==> config.mk <==
export PLATFORM = sky130hd
export DESIGN_NAME = hemaia_clk_div_cfg_sequencer
export DESIGN_NICKNAME = d
export VERILOG_FILES = /design/src/rtl/hemaia_clk_rst_pkg.sv /design/src/rtl/hemaia_clk_settle_timer.sv /design/src/rtl/hemaia_clk_div_cfg_sequencer.sv
export SDC_FILE = /design/constraint.sdc
export NUM_CORES = 1
export LEC_CHECK = 0
export ABC_AREA = 1
export BUFFER_PORTS_ARGS = -buffer_cell sky130_fd_sc_hd__buf_2
export CAP_MARGIN = 10
export CORE_UTILIZATION = 56
export CTS_CLUSTER_DIAMETER = 30
export DETAILED_ROUTE_END_ITERATION = 16
export MAX_ROUTING_LAYER = met4
export PLACE_DENSITY = 0.85
export REMOVE_ABC_BUFFERS = 1
export SKIP_LAST_GASP = 1
export SYNTH_ARGS = -nofsm -noshare
export SYNTH_HDL_FRONTEND = slang
export SYNTH_SLANG_ARGS = --single-unit
==> constraint.sdc <==
create_clock -name clk_i -period 2.58 [get_ports clk_i]
set_input_delay 0.258 -clock clk_i [delete_from_list [all_inputs] [get_ports clk_i]]
set_output_delay 0.258 -clock clk_i [all_outputs]
set_load 0.05 [all_outputs]
==> src/rtl/hemaia_clk_rst_pkg.sv <==
// Shared types and helpers for the clock/reset controller configuration path.
package hemaia_clk_rst_pkg;

  // Sequencer FSM states.
  typedef enum logic [1:0] {
    IDLE   = 2'd0,
    ISSUE  = 2'd1,
    SETTLE = 2'd2
  } cfg_seq_state_e;

  // Effective division used for settle time: a gated divider (0) still needs one cycle.
  function automatic logic [31:0] eff_div(input logic [31:0] d);
    if (d == 32'd0) begin
      return 32'd1;
    end else begin
      return d;
    end
  endfunction

endpackage

==> src/rtl/hemaia_clk_settle_timer.sv <==
// Down-counting settle timer. A load starts the count; expire is high during the
// cycle in which the count sits at 1, i.e. the last settle cycle.
module hemaia_clk_settle_timer #(
  parameter int unsigned CntWidth = 6
) (
  input  logic                clk,
  input  logic                rst_n,
  input  logic                load,
  input  logic [CntWidth-1:0] load_value,
  output logic                expire
);

  logic [CntWidth-1:0] count_r;
  logic [CntWidth-1:0] count_next_s;
  logic                expire_r;

  // Next count: load wins, otherwise decrement until zero and hold there.
  always_comb begin
    if (load) begin
      count_next_s = load_value;
    end else if (count_r != {CntWidth{1'b0}}) begin
      count_next_s = count_r - CntWidth'(1);
    end else begin
      count_next_s = count_r;
    end
  end

  // Count register and registered expire flag (high while the count equals 1).
  always_ff @(posedge clk or negedge rst_n) begin
    if (!rst_n) begin
      count_r  <= {CntWidth{1'b0}};
      expire_r <= 1'b0;
    end else begin
      count_r  <= count_next_s;
      expire_r <= (count_next_s == CntWidth'(1));
    end
  end

  assign expire = expire_r;

endmodule

==> src/rtl/hemaia_clk_div_cfg_sequencer.sv <==
// Serialising configuration stage for the per-domain clock dividers. Accepts one
// divisor change at a time, drives the new word plus a one-cycle strobe, and holds
// off further requests until the divider has had time to apply and settle.
module hemaia_clk_div_cfg_sequencer
  import hemaia_clk_rst_pkg::*;
#(
  parameter int unsigned NumDomains       = 4,
  parameter int unsigned MaxDivisionWidth = 4,
  parameter int unsigned DefaultDivision  = 1,
  parameter int unsigned SettleExtra      = 2,
  // Index port width; the default is the minimum that addresses every domain.
  parameter int unsigned IdxWidth         = (NumDomains > 1) ? $clog2(NumDomains) : 1
) (
  input  logic                                       clk_i,
  input  logic                                       rst_ni,
  input  logic                                       cfg_valid_i,
  output logic                                       cfg_ready_o,
  input  logic [IdxWidth-1:0]                        cfg_idx_i,
  input  logic [MaxDivisionWidth-1:0]                cfg_divisor_i,
  output logic [NumDomains-1:0][MaxDivisionWidth-1:0] divisor_o,
  output logic [NumDomains-1:0]                      divisor_valid_o,
  output logic                                       busy_o,
  output logic                                       done_o,
  output logic                                       err_o
);

  localparam int unsigned CntWidth = MaxDivisionWidth + 2;
  localparam logic [MaxDivisionWidth-1:0] DefaultWord = MaxDivisionWidth'(DefaultDivision);

  cfg_seq_state_e                              state_r;
  cfg_seq_state_e                              state_next_s;
  logic [NumDomains-1:0][MaxDivisionWidth-1:0] divisor_r;
  logic [NumDomains-1:0]                       divisor_valid_r;
  logic [MaxDivisionWidth-1:0]                 old_r;
  logic [MaxDivisionWidth-1:0]                 new_r;
  logic                                        busy_r;
  logic                                        ready_r;
  logic                                        done_r;
  logic                                        err_r;

  logic                        idx_in_range_s;
  logic [NumDomains-1:0]       sel_onehot_s;
  logic [MaxDivisionWidth-1:0] cur_div_s;
  logic                        accept_s;
  logic                        change_s;
  logic                        done_s;
  logic                        err_s;
  logic [NumDomains-1:0]       strobe_s;
  logic                        load_s;
  logic [31:0]                 settle_sum_s;
  logic [CntWidth-1:0]         load_value_s;
  logic                        expire_s;

  // Decode the request index on its full width and fetch the current word of the target.
  always_comb begin
    idx_in_range_s = (32'(cfg_idx_i) < 32'(NumDomains));
    cur_div_s      = {MaxDivisionWidth{1'b0}};
    sel_onehot_s   = {NumDomains{1'b0}};
    for (int unsigned d = 0; d < NumDomains; d++) begin
      sel_onehot_s[d] = (32'(cfg_idx_i) == 32'(d));
      cur_div_s       = cur_div_s | (divisor_r[d] & {MaxDivisionWidth{sel_onehot_s[d]}});
    end
  end

  assign accept_s = cfg_valid_i & (state_r == IDLE);
  assign change_s = accept_s & idx_in_range_s & (cfg_divisor_i != cur_div_s);

  // FSM state register.
  always_ff @(posedge clk_i or negedge rst_ni) begin
    if (!rst_ni) begin
      state_r <= IDLE;
    end else begin
      state_r <= state_next_s;
    end
  end

  // FSM next-state logic: only a real divisor change leaves IDLE.
  always_comb begin
    case (state_r)
      IDLE: begin
        if (change_s) begin
          state_next_s = ISSUE;
        end else begin
          state_next_s = IDLE;
        end
      end
      ISSUE: begin
        state_next_s = SETTLE;
      end
      SETTLE: begin
        if (expire_s) begin
          state_next_s = IDLE;
        end else begin
          state_next_s = SETTLE;
        end
      end
      default: begin
        state_next_s = IDLE;
      end
    endcase
  end

  // FSM output logic: next values of the registered handshake/strobe outputs and timer load.
  always_comb begin
    done_s = (accept_s & ~change_s) | ((state_r == SETTLE) & expire_s);
    err_s  = accept_s & ~idx_in_range_s;
    if (state_next_s == ISSUE) begin
      strobe_s = sel_onehot_s;
    end else begin
      strobe_s = {NumDomains{1'b0}};
    end
    load_s       = (state_r == ISSUE);
    settle_sum_s = eff_div(32'(old_r)) + eff_div(32'(new_r)) + 32'(SettleExtra);
    load_value_s = CntWidth'(settle_sum_s);
  end

  // Registered status, handshake and strobe outputs.
  always_ff @(posedge clk_i or negedge rst_ni) begin
    if (!rst_ni) begin
      busy_r          <= 1'b0;
      ready_r         <= 1'b1;
      done_r          <= 1'b0;
      err_r           <= 1'b0;
      divisor_valid_r <= {NumDomains{1'b0}};
    end else begin
      busy_r          <= (state_next_s != IDLE);
      ready_r         <= (state_next_s == IDLE);
      done_r          <= done_s;
      err_r           <= err_s;
      divisor_valid_r <= strobe_s;
    end
  end

  // Divisor word array and the old/new pair used for the settle time; written only on accept.
  always_ff @(posedge clk_i or negedge rst_ni) begin
    if (!rst_ni) begin
      divisor_r <= {NumDomains{DefaultWord}};
      old_r     <= DefaultWord;
      new_r     <= DefaultWord;
    end else if (change_s) begin
      old_r <= cur_div_s;
      new_r <= cfg_divisor_i;
      for (int unsigned d = 0; d < NumDomains; d++) begin
        if (sel_onehot_s[d]) begin
          divisor_r[d] <= cfg_divisor_i;
        end
      end
    end
  end

  hemaia_clk_settle_timer #(
    .CntWidth (CntWidth)
  ) u_settle_timer (
    .clk        (clk_i),
    .rst_n      (rst_ni),
    .load       (load_s),
    .load_value (load_value_s),
    .expire     (expire_s)
  );

  assign divisor_o       = divisor_r;
  assign divisor_valid_o = divisor_valid_r;
  assign busy_o          = busy_r;
  assign cfg_ready_o     = ready_r;
  assign done_o          = done_r;
  assign err_o           = err_r;

endmodule

==> results of run 1 <==
-- through the flow --
stage,power (W),utilization [%]
after floorplan,0.00252,-
after global placement,0.00290,62.5
after detailed placement,0.00297,62.5
after CTS,0.00350,65.6
after global routing,0.00376,65.6
final,0.00349,65.6
-- registers in the layout, summed over array words and instances (netlist names) --
name,count
busy_o,1
cfg_ready_o,1
divisor_o,16
divisor_valid_o,4
done_o,1
new_r,4
old_r,4
state_r,2
u_settle_timer.count_r,6
u_settle_timer.expire,1
-- worst max-delay path, delay by kind of cell, from the launching register on --
family	cells	cell delay, ns
adders and majority gates	3	0.80
buffers and inverters	1	0.07
AOI/OAI and AO/OA	1	0.22
DFF	1	0.39
and+or+nand+nor	5	0.53
-- placed cells by master, fill, tap and decap left out, types with 2 or more instances in the layout --
master    Yosys  layout
buf_2         1      31
or2_2         3       3
xnor2_1       2       2
nor2_1       18      18
dfrtp_1      33      33
inv_1        33      33
clkbuf_8      0       5
nand3_1      17      17
nor3_1        2       2
ha_1          9       9
nand4_1      18      18
dfstp_2       7       7
xor2_1        4       4
a21oi_1       5       5
nand2_1      69      69
o21ai_0      16      16
nand3_2       3       3
-- final timing paths --
path | slack [ns] | depth (start not counted) | from | end
hold / removal | 0.06 | 1 | rst_ni | u_settle_timer.count_r[1]
min in group clk_i | 0.25 | 3 | cfg_divisor_i[0] | divisor_o[4]
max in group asynchronous | 1.97 | 1 | rst_ni | divisor_o[6]
setup / recovery | 0.48 | 10 | old_r[2] | u_settle_timer.expire
hold reg to reg | 0.48 | 2 | divisor_o[8] | divisor_o[8]
setup reg to reg | 0.48 | 10 | old_r[2] | u_settle_timer.expire
-- cells by family after synthesis --
kind of cell,after synthesis
flops,40
simple gates,133
xor+xnor,6
buf+inv,46
fa+ha+maj,10
other cells,1
compound gates,24
-- metal layers --
layer  track usage (%)  vias up  share of wire (%)
met5                 -        -                  0
met3              5.54        7                5.5
met2              40.4       54                 50
met1              28.2      843                 43
met4              8.52        0                1.4
li1                  -      879                  -
-- power groups by stage --
stage          registers (W)  clock network [W]  logic [W]
3_3_place_gp         0.00114                  0    0.00176
3_5_place_dp         0.00114                  0    0.00182
6_report             0.00114           0.000520    0.00184
4_1_cts              0.00113           0.000529    0.00184
5_1_grt              0.00116           0.000553    0.00204
2_1_floorplan        0.00163                  0   0.000892
-- final cells by class --
type	instances	area, sq um
clock inverters	3	46.3
fillers	309	1260
inverters	34	128
repair buffers	32	163
clock buffers	5	68.8
flip-flops and latches	40	1010
multi-input cells	174	927
well taps	48	60.1
==> run summary, run 1 <==
Comb pwr share: 52.6%
Post-synth EDFFs: 0
Yosys Warn Count: 0
top-count cell post-synth: nand2_1
die height: 63.8 um
Final Cell Area: 2400 sq um
number of buffers added on ports: 31
post-placement cell count: 328
Clk pwr share: 14.9%
final setup fails: 0
Net Switching: 0.00172 W
row count: 22
First DRT Iteration DRCs: 62
Final nets: 306
ANT cells: 0
predominant post-synthesis flop cell: dfrtp_1
post-synthesis xor/xnor area fraction: 2.46%
post-synthesis mux area share: 0%
DR WL/cell: 12.6 um
DR vias: 1783
Syn Area/Cell: 8.22 sq um
Slew HR: 42.8%
pre-CTS setup slack: 0.498 ns
Worst Clk Skew: 0.00837 ns
Adder-Cell Fraction of Synth Area: 6.21%
Total Die Area: 4070 sq um
Final GP Congestion: 0.812
minimum clock period: 2.10 ns
Max Freq: 477 MHz
Yosys top cell area share: 38.6%
Max IR drop VDD: 0.000801 V
post-synth design cell area: 2140 sq um
initial antenna violation count: 0
worst skew pair latency: 0.30 ns
Clock Tree Buf Depth: 2
PwrDens: 1450 nW/um^2
RSZ-0062 raised after global routing: no
Pleak: 1.36 nW
clk sinks: 40
cts repair resizes: 0
drt drc: 0
ys async rst share: 100%
largest family of logic cells by synthesized area: simple AND/OR/NAND/NOR gates
Critical Path Slowest Stage Cell: fa_1
initial core utilization: 58.4%
switching share of power: 49.3%
synth cell count leaders: nand2_1 (69), dfrtp_1 (33), inv_1 (33)
status: finished, final reports clean
Hold Buf Count CTS: 0
overall routed net length: 4220 um
Cell Area, Placed: 2290 sq um
Final Non-Filler Cells: 336
postcts setup bufs: 0
core footprint: 3660 sq um
crit path capture type: flop
Die Wd: 63.8 um
Sequential Power Share: 32.5%
Total GRT Usage: 24.0%
Required @ worst endpoint: 2.78 ns
Post-DP HPWL: 3090 um
synth unique cells: 29
ANT nets after route: 0
Slew Limit Fails: 0
io pins: 33
first-pass GRT wire length: 7290 um
crit-path cells: nor3_1 > or2_2 > ha_1 > ha_1 > inv_1 > fa_1 > o22ai_1 > nor2_1 > nand2_1 > nor2_1
Least-Margin Pin Slew: 0.858 ns
CP startpoint kind: flop
TritonCTS clock tree: built
CTS Root Cell: clkbuf_8
largest net degree at the start of global routing: 41
hold crit path type: in -> async
total gr overflow: 0
final hold vios: 0
TritonRoute pass-1 iters: 5
setup ws final: 0.483 ns
P_int: 0.00177 W
Setup CP Type: reg -> reg
Post-Synth Simple-Gate Area: 28.6%
cell taking the most area after synthesis: dfrtp_1
Final Cycle Share: 81.3%
Layout area overhead: 12.4%
Max-cap violations: 0
CP peak stage delay: 0.41 ns
Compound-Gate Fraction of Synth Area: 5.91%
worst hold slack: 0.0636 ns
TritonCTS Buffers: 5
Post-Syn Instances: 260
share of layout cells above drive strength 1: 19.8%
post-synthesis register bit count: 40
H-tree Lvls: 2
DR vias/cell: 5.31
setup_tns: 0 ns
vias in the first global route: 1712
clk slew on worst S/H paths: 0.08 ns
register area share after synthesis: 47.2%
Critical Path Fanout Max: 3
main area contributors after synthesis: dfrtp_1 (39%), nand2_1 (12%), dfstp_2 (8.6%), inv_1 (5.8%), ha_1 (5.3%)
CP arrival: 2.29 ns
No activity file was read; power rests on OpenSTA's default activity.
==> run 2, diff against run 1 <==
--- a/config.mk
+++ b/config.mk
@@ -5,14 +5,14 @@
 export SDC_FILE = /design/constraint.sdc
 export NUM_CORES = 1
 export LEC_CHECK = 0
-export ABC_AREA = 1
+export ABC_AREA = 0
 export BUFFER_PORTS_ARGS = -buffer_cell sky130_fd_sc_hd__buf_2
 export CAP_MARGIN = 10
-export CORE_UTILIZATION = 56
+export CORE_UTILIZATION = 55
 export CTS_CLUSTER_DIAMETER = 30
 export DETAILED_ROUTE_END_ITERATION = 16
 export MAX_ROUTING_LAYER = met4
-export PLACE_DENSITY = 0.85
+export PLACE_DENSITY = 0.84
 export REMOVE_ABC_BUFFERS = 1
 export SKIP_LAST_GASP = 1
 export SYNTH_ARGS = -nofsm -noshare
==> constraint.sdc (replaced) <==
create_clock -name clk_i -period 2.09 [get_ports clk_i]
set_input_delay 0.209 -clock clk_i [delete_from_list [all_inputs] [get_ports clk_i]]
set_output_delay 0.209 -clock clk_i [all_outputs]
set_load 0.05 [all_outputs]
==> run summary, run 2 <==
status: complete, but fails checks
failing checks: negative setup slack
Post-Syn Instances: 162
Die Wd: 61.9 um
Syn Area/Cell: 12.2 sq um
die height: 61.9 um
Clock Tree Buf Depth: 2
predominant post-synthesis flop cell: dfrtp_1
number of buffers added on ports: 31
Final Non-Filler Cells: 266
initial antenna violation count: 0
clk slew on worst S/H paths: 0.11 ns
Required @ worst endpoint: 2.33 ns
Cell Area, Placed: 2290 sq um
CP peak stage delay: 0.55 ns
ANT nets after route: 0
RSZ-0062 raised after global routing: yes
Max-cap violations: 0
synth cell count leaders: dfrtp_1 (33), mux2_2 (18), inv_1 (14)
Post-synth EDFFs: 0
total gr overflow: 0
Largest register FFs: 16
first-pass GRT wire length: 7270 um
vias in the first global route: 1561
setup ws final: -0.224 ns
Buf+Inv Stages, Crit Path: 1
CP arrival: 2.55 ns
Slew Limit Fails: 0
Slew HR: 42.4%
Post-DP HPWL: 3100 um
Final GP Congestion: 0.812
hold crit path type: in -> reg
Max Freq: 432 MHz
register area share after synthesis: 51.1%
share of layout cells above drive strength 1: 53.2%
largest net degree at the start of global routing: 41
main area contributors after synthesis: dfrtp_1 (42%), mux2_2 (10%), dfstp_2 (9.3%), ha_1 (5.7%), mux4_2 (4.6%)
post-placement cell count: 249
Sequential cell area: 1010 sq um
crit path capture type: flop
ys async rst share: 100%
row count: 21
overall routed net length: 4940 um
Critical Path Fanout Max: 6
core footprint: 3390 sq um
TritonRoute pass-1 iters: 4
Final nets: 238
DR vias: 1471
post-synth design cell area: 1970 sq um
most common cell after layout, fill and taps aside: dfrtp_1
synth unique cells: 36
Multi-input gate area: 1000 sq um
TritonCTS clock tree: built
H-tree Lvls: 2
cell taking the most area after synthesis: dfrtp_1
Final Cycle Share: 111%
Yosys Warn Count: 0
Layout area overhead: 30.4%
Worst Clk Skew: 0.00541 ns
worst hold slack: 0.200 ns
setup_tns: -2.00 ns
top-count cell post-synth: dfrtp_1
First DRT Iteration DRCs: 114
Least-Margin Pin Slew: 0.864 ns
Fillers: 212
CP startpoint kind: flop
ANT cells: 0
most frequent cells in the layout: dfrtp_1 (33), buf_2 (32), buf_4 (22)
final setup fails: 19
minimum clock period: 2.31 ns
DR WL/cell: 18.6 um
Final Cell Area: 2570 sq um
io pins: 33
DR vias/cell: 5.53
Total Die Area: 3830 sq um
Crit path max-delay family: multiplexers
TritonCTS Buffers: 5
initial core utilization: 58.3%
Critical Path Slowest Stage Cell: mux4_2
Yosys top cell area share: 41.8%
worst skew pair latency: 0.35 ns
clk sinks: 40
post-synthesis register bit count: 40
drt drc: 0
crit-path cells: mux4_2 > xnor2_4 > a41oi_4 > nand3b_1 > buf_6 > mux2_4
Total GRT Usage: 28.6%
Setup CP Type: reg -> reg
CTS Root Cell: clkbuf_4
final hold vios: 0
## run 2: cell families after synthesis
logic type / after synthesis / share of synthesized area [%]
flops: 40 / 51.1
simple gates: 32 / 8.30
mux: 26 / 17.9
buf+inv: 24 / 4.94
compound gates: 19 / 6.40
fa+ha+maj: 10 / 6.72
xor+xnor: 10 / 4.44
other cells: 1 / 0.190
## run 2: final cells by class
| cell class | instances | area share (%) |
|---|---|---|
| inverters | 14 | 2.04 |
| flip-flops and latches | 40 | 39.2 |
| repair buffers | 60 | 15.2 |
| clock inverters | 1 | 0.292 |
| clock buffers | 7 | 2.14 |
| multi-input cells | 98 | 38.9 |
| well taps | 46 | 2.24 |
## run 2: through the flow
step                      setup WS [ns]  utilization (%)
final                            -0.224             76.0
after global routing             -0.304             76.0
after CTS                        -0.141             73.4
after detailed placement         -0.264             67.6
after global placement           -0.210             67.6
after floorplan                  -0.476                -
## run 2: what timing repair did
action | 4_1_cts | 5_1_grt
setup endpoints to repair | 16 | 26
endpoints found under the hold margin | 33 | 0
hold buffers | 1 | 0
setup buffers | 7 | 2
gates cloned | 0 | 1
pin swaps | 7 | 3
resized for setup | 13 | 21
## run 2: path summary, 6_finish.rpt
| path | slack (ns) | to | cells past startpoint | startpoint |
|---|---|---|---|---|
| max in group asynchronous | 1.06 | divisor_valid_o[1] | 2 | rst_ni |
| hold reg to reg | 0.55 | divisor_o[7] | 1 | divisor_o[7] |
| setup / recovery | -0.22 | divisor_o[5] | 6 | divisor_o[11] |
| setup reg to reg | -0.22 | divisor_o[5] | 6 | divisor_o[11] |
| hold / removal | 0.20 | new_r[1] | 3 | cfg_divisor_i[1] |
| min in group asynchronous | 0.50 | divisor_o[3] | 2 | rst_ni |
## run 2: worst register-to-register path, cell delays in order (launching register included)
cell and delay, ns:
dfrtp_1 0.41, mux4_2 0.55, xnor2_4 0.17, a41oi_4 0.36, nand3b_1 0.23, buf_6 0.20, mux2_4 0.29
## run 2: per-layer routing
metal	vias up	wire length, um	GRT usage (%)	part of all wire, %
met5	-	0	-	0
met4	0	159	13.0	3.2
met3	19	169	5.18	3.4
met2	48	2700	51.2	55
met1	740	1910	30.7	39
li1	664	-	-	-
Power of run 2 is not shown: default switching activity piles up to over one toggle a cycle in this logic, so the estimate is an artifact.
==> run 3, diff against run 2 <==
--- a/config.mk
+++ b/config.mk
@@ -13,7 +13,6 @@
 export DETAILED_ROUTE_END_ITERATION = 16
 export MAX_ROUTING_LAYER = met4
 export PLACE_DENSITY = 0.84
-export REMOVE_ABC_BUFFERS = 1
 export SKIP_LAST_GASP = 1
 export SYNTH_ARGS = -nofsm -noshare
 export SYNTH_HDL_FRONTEND = slang
==> run summary, run 3 (synthesis gave the netlist of run 2 again) <==
Final Non-Filler Cells: 259
worst reg2reg setup slack: -0.17 ns
overall routed net length: 3990 um
worst hold slack: 0.210 ns
failing checks: negative setup slack
Cell Area, Placed: 2260 sq um
CP arrival: 2.52 ns
die height: 61.9 um
most common cell after layout, fill and taps aside: buf_2
Fillers: 222
RSZ-0062 raised after global routing: yes
clk sinks: 40
total gr overflow: 0
Critical Path Slowest Stage Cell: fa_1
Crit path top cell by count: ha_4
Mapped Nets: 181
TritonCTS clock tree: built
TritonRoute pass-1 iters: 4
DR vias: 1382
Largest register FFs: 16
H-tree Lvls: 2
initial antenna violation count: 0
setup ws final: -0.174 ns
hold crit path type: in -> reg
Die Wd: 61.9 um
CP peak stage delay: 0.48 ns
CTS Root Cell: clkbuf_4
DR WL/cell: 15.4 um
share of layout cells above drive strength 1: 55.9%
row count: 21
final design utilization: 73.9%
Clock Tree Buf Depth: 2
final setup fails: 11
Post-DP HPWL: 2750 um
Setup CP Type: reg -> reg
First DRT Iteration DRCs: 81
ANT nets after route: 0
first-pass GRT wire length: 6350 um
crit path capture type: flop
Slew Limit Fails: 0
Final Cycle Share: 108%
drt drc: 0
crit-path cells: nor3_2 > or2_4 > ha_4 > ha_4 > inv_2 > fa_1 > nor2_1 > a31oi_1 > o221ai_1 > nor4_1
Required @ worst endpoint: 2.35 ns
r2r worst-path depth: 10
Worst Clk Skew: 0.00988 ns
status: complete, but fails checks
largest net degree at the start of global routing: 41
Least-Margin Pin Slew: 0.828 ns
clk slew on worst S/H paths: 0.10 ns
vias in the first global route: 1426
minimum clock period: 2.26 ns
Slew HR: 44.8%
core footprint: 3390 sq um
Critical Path Fanout Max: 2
Total Die Area: 3830 sq um
TritonCTS Buffers: 5
Final Cell Area: 2510 sq um
Final GP Congestion: 0.796
hold depth: 2
CP startpoint kind: flop
post-placement cell count: 242
DR vias/cell: 5.34
initial core utilization: 58.3%
number of buffers added on ports: 31
Total GRT Usage: 25.3%
Layout area overhead: 26.9%
Final nets: 231
io pins: 33
ANT cells: 0
final hold vios: 0
worst skew pair latency: 0.36 ns
Max Freq: 442 MHz
most frequent cells in the layout: buf_2 (32), dfrtp_1 (21), buf_4 (17)
Max-cap violations: 0
-- run 3: cell count changes in the layout (fill, tap and decap cells not counted), moves of 2 or more --
cell	delta
buf_4	-5
buf_6	-2
dfrtp_1	-12
dfrtp_2	+12
mux2_2	+2
mux2_4	-2
-- run 3: worst max-delay path: cells and delay by family (launching register included) --
kind,cells,cell delay [ns]
fa+ha+maj,3,0.74
simple gates,4,0.62
flops,1,0.42
compound gates,2,0.36
buf+inv,1,0.04
-- run 3: cell type report --
cell class,instances,area [sq um],share of cell area [%]
inverter,14,52.6,2.10
tap,46,57.6,2.30
clock inverter,1,5.00,0.200
multi-input combinational,98,990,39.5
timing repair buffer,53,332,13.2
clock buffer,7,45.0,1.80
sequential,40,1020,40.9
-- run 3: per-stage QoR --
step,setup TNS (ns),setup slack (ns)
2_1_floorplan,-0.903,-0.126
3_3_place_gp,-1.70,-0.190
3_5_place_dp,-3.46,-0.254
4_1_cts,-0.140,-0.0976
5_1_grt,-1.61,-0.317
6_report,-0.638,-0.174
-- run 3: worst paths after layout --
check,startpoint,endpoint
hold reg to reg,u_settle_timer.expire,state_r[1]
max in group asynchronous,rst_ni,divisor_o[6]
setup / recovery,old_r[3],u_settle_timer.expire
setup reg to reg,old_r[3],u_settle_timer.expire
min in group asynchronous,rst_ni,divisor_o[15]
hold / removal,cfg_divisor_i[2],divisor_o[14]
-- run 3: layer usage --
layer	part of all wire, %	global-route usage (%)	up-vias
li1	-	-	655
met1	39	25.9	684
met4	2.4	12.1	0
met5	0	-	-
met2	54	45.2	34
met3	4.6	6.21	9
-- run 3: what timing repair did --
action                                 CTS  global route
resized for setup                       12            13
setup endpoints to repair               16            23
pin swaps                               10             1
cloned                                   0             1
buffers inserted                         5             2
hold buffers                             1             0
endpoints found under the hold margin   33             0
Power of run 3 is left out for the same reason.
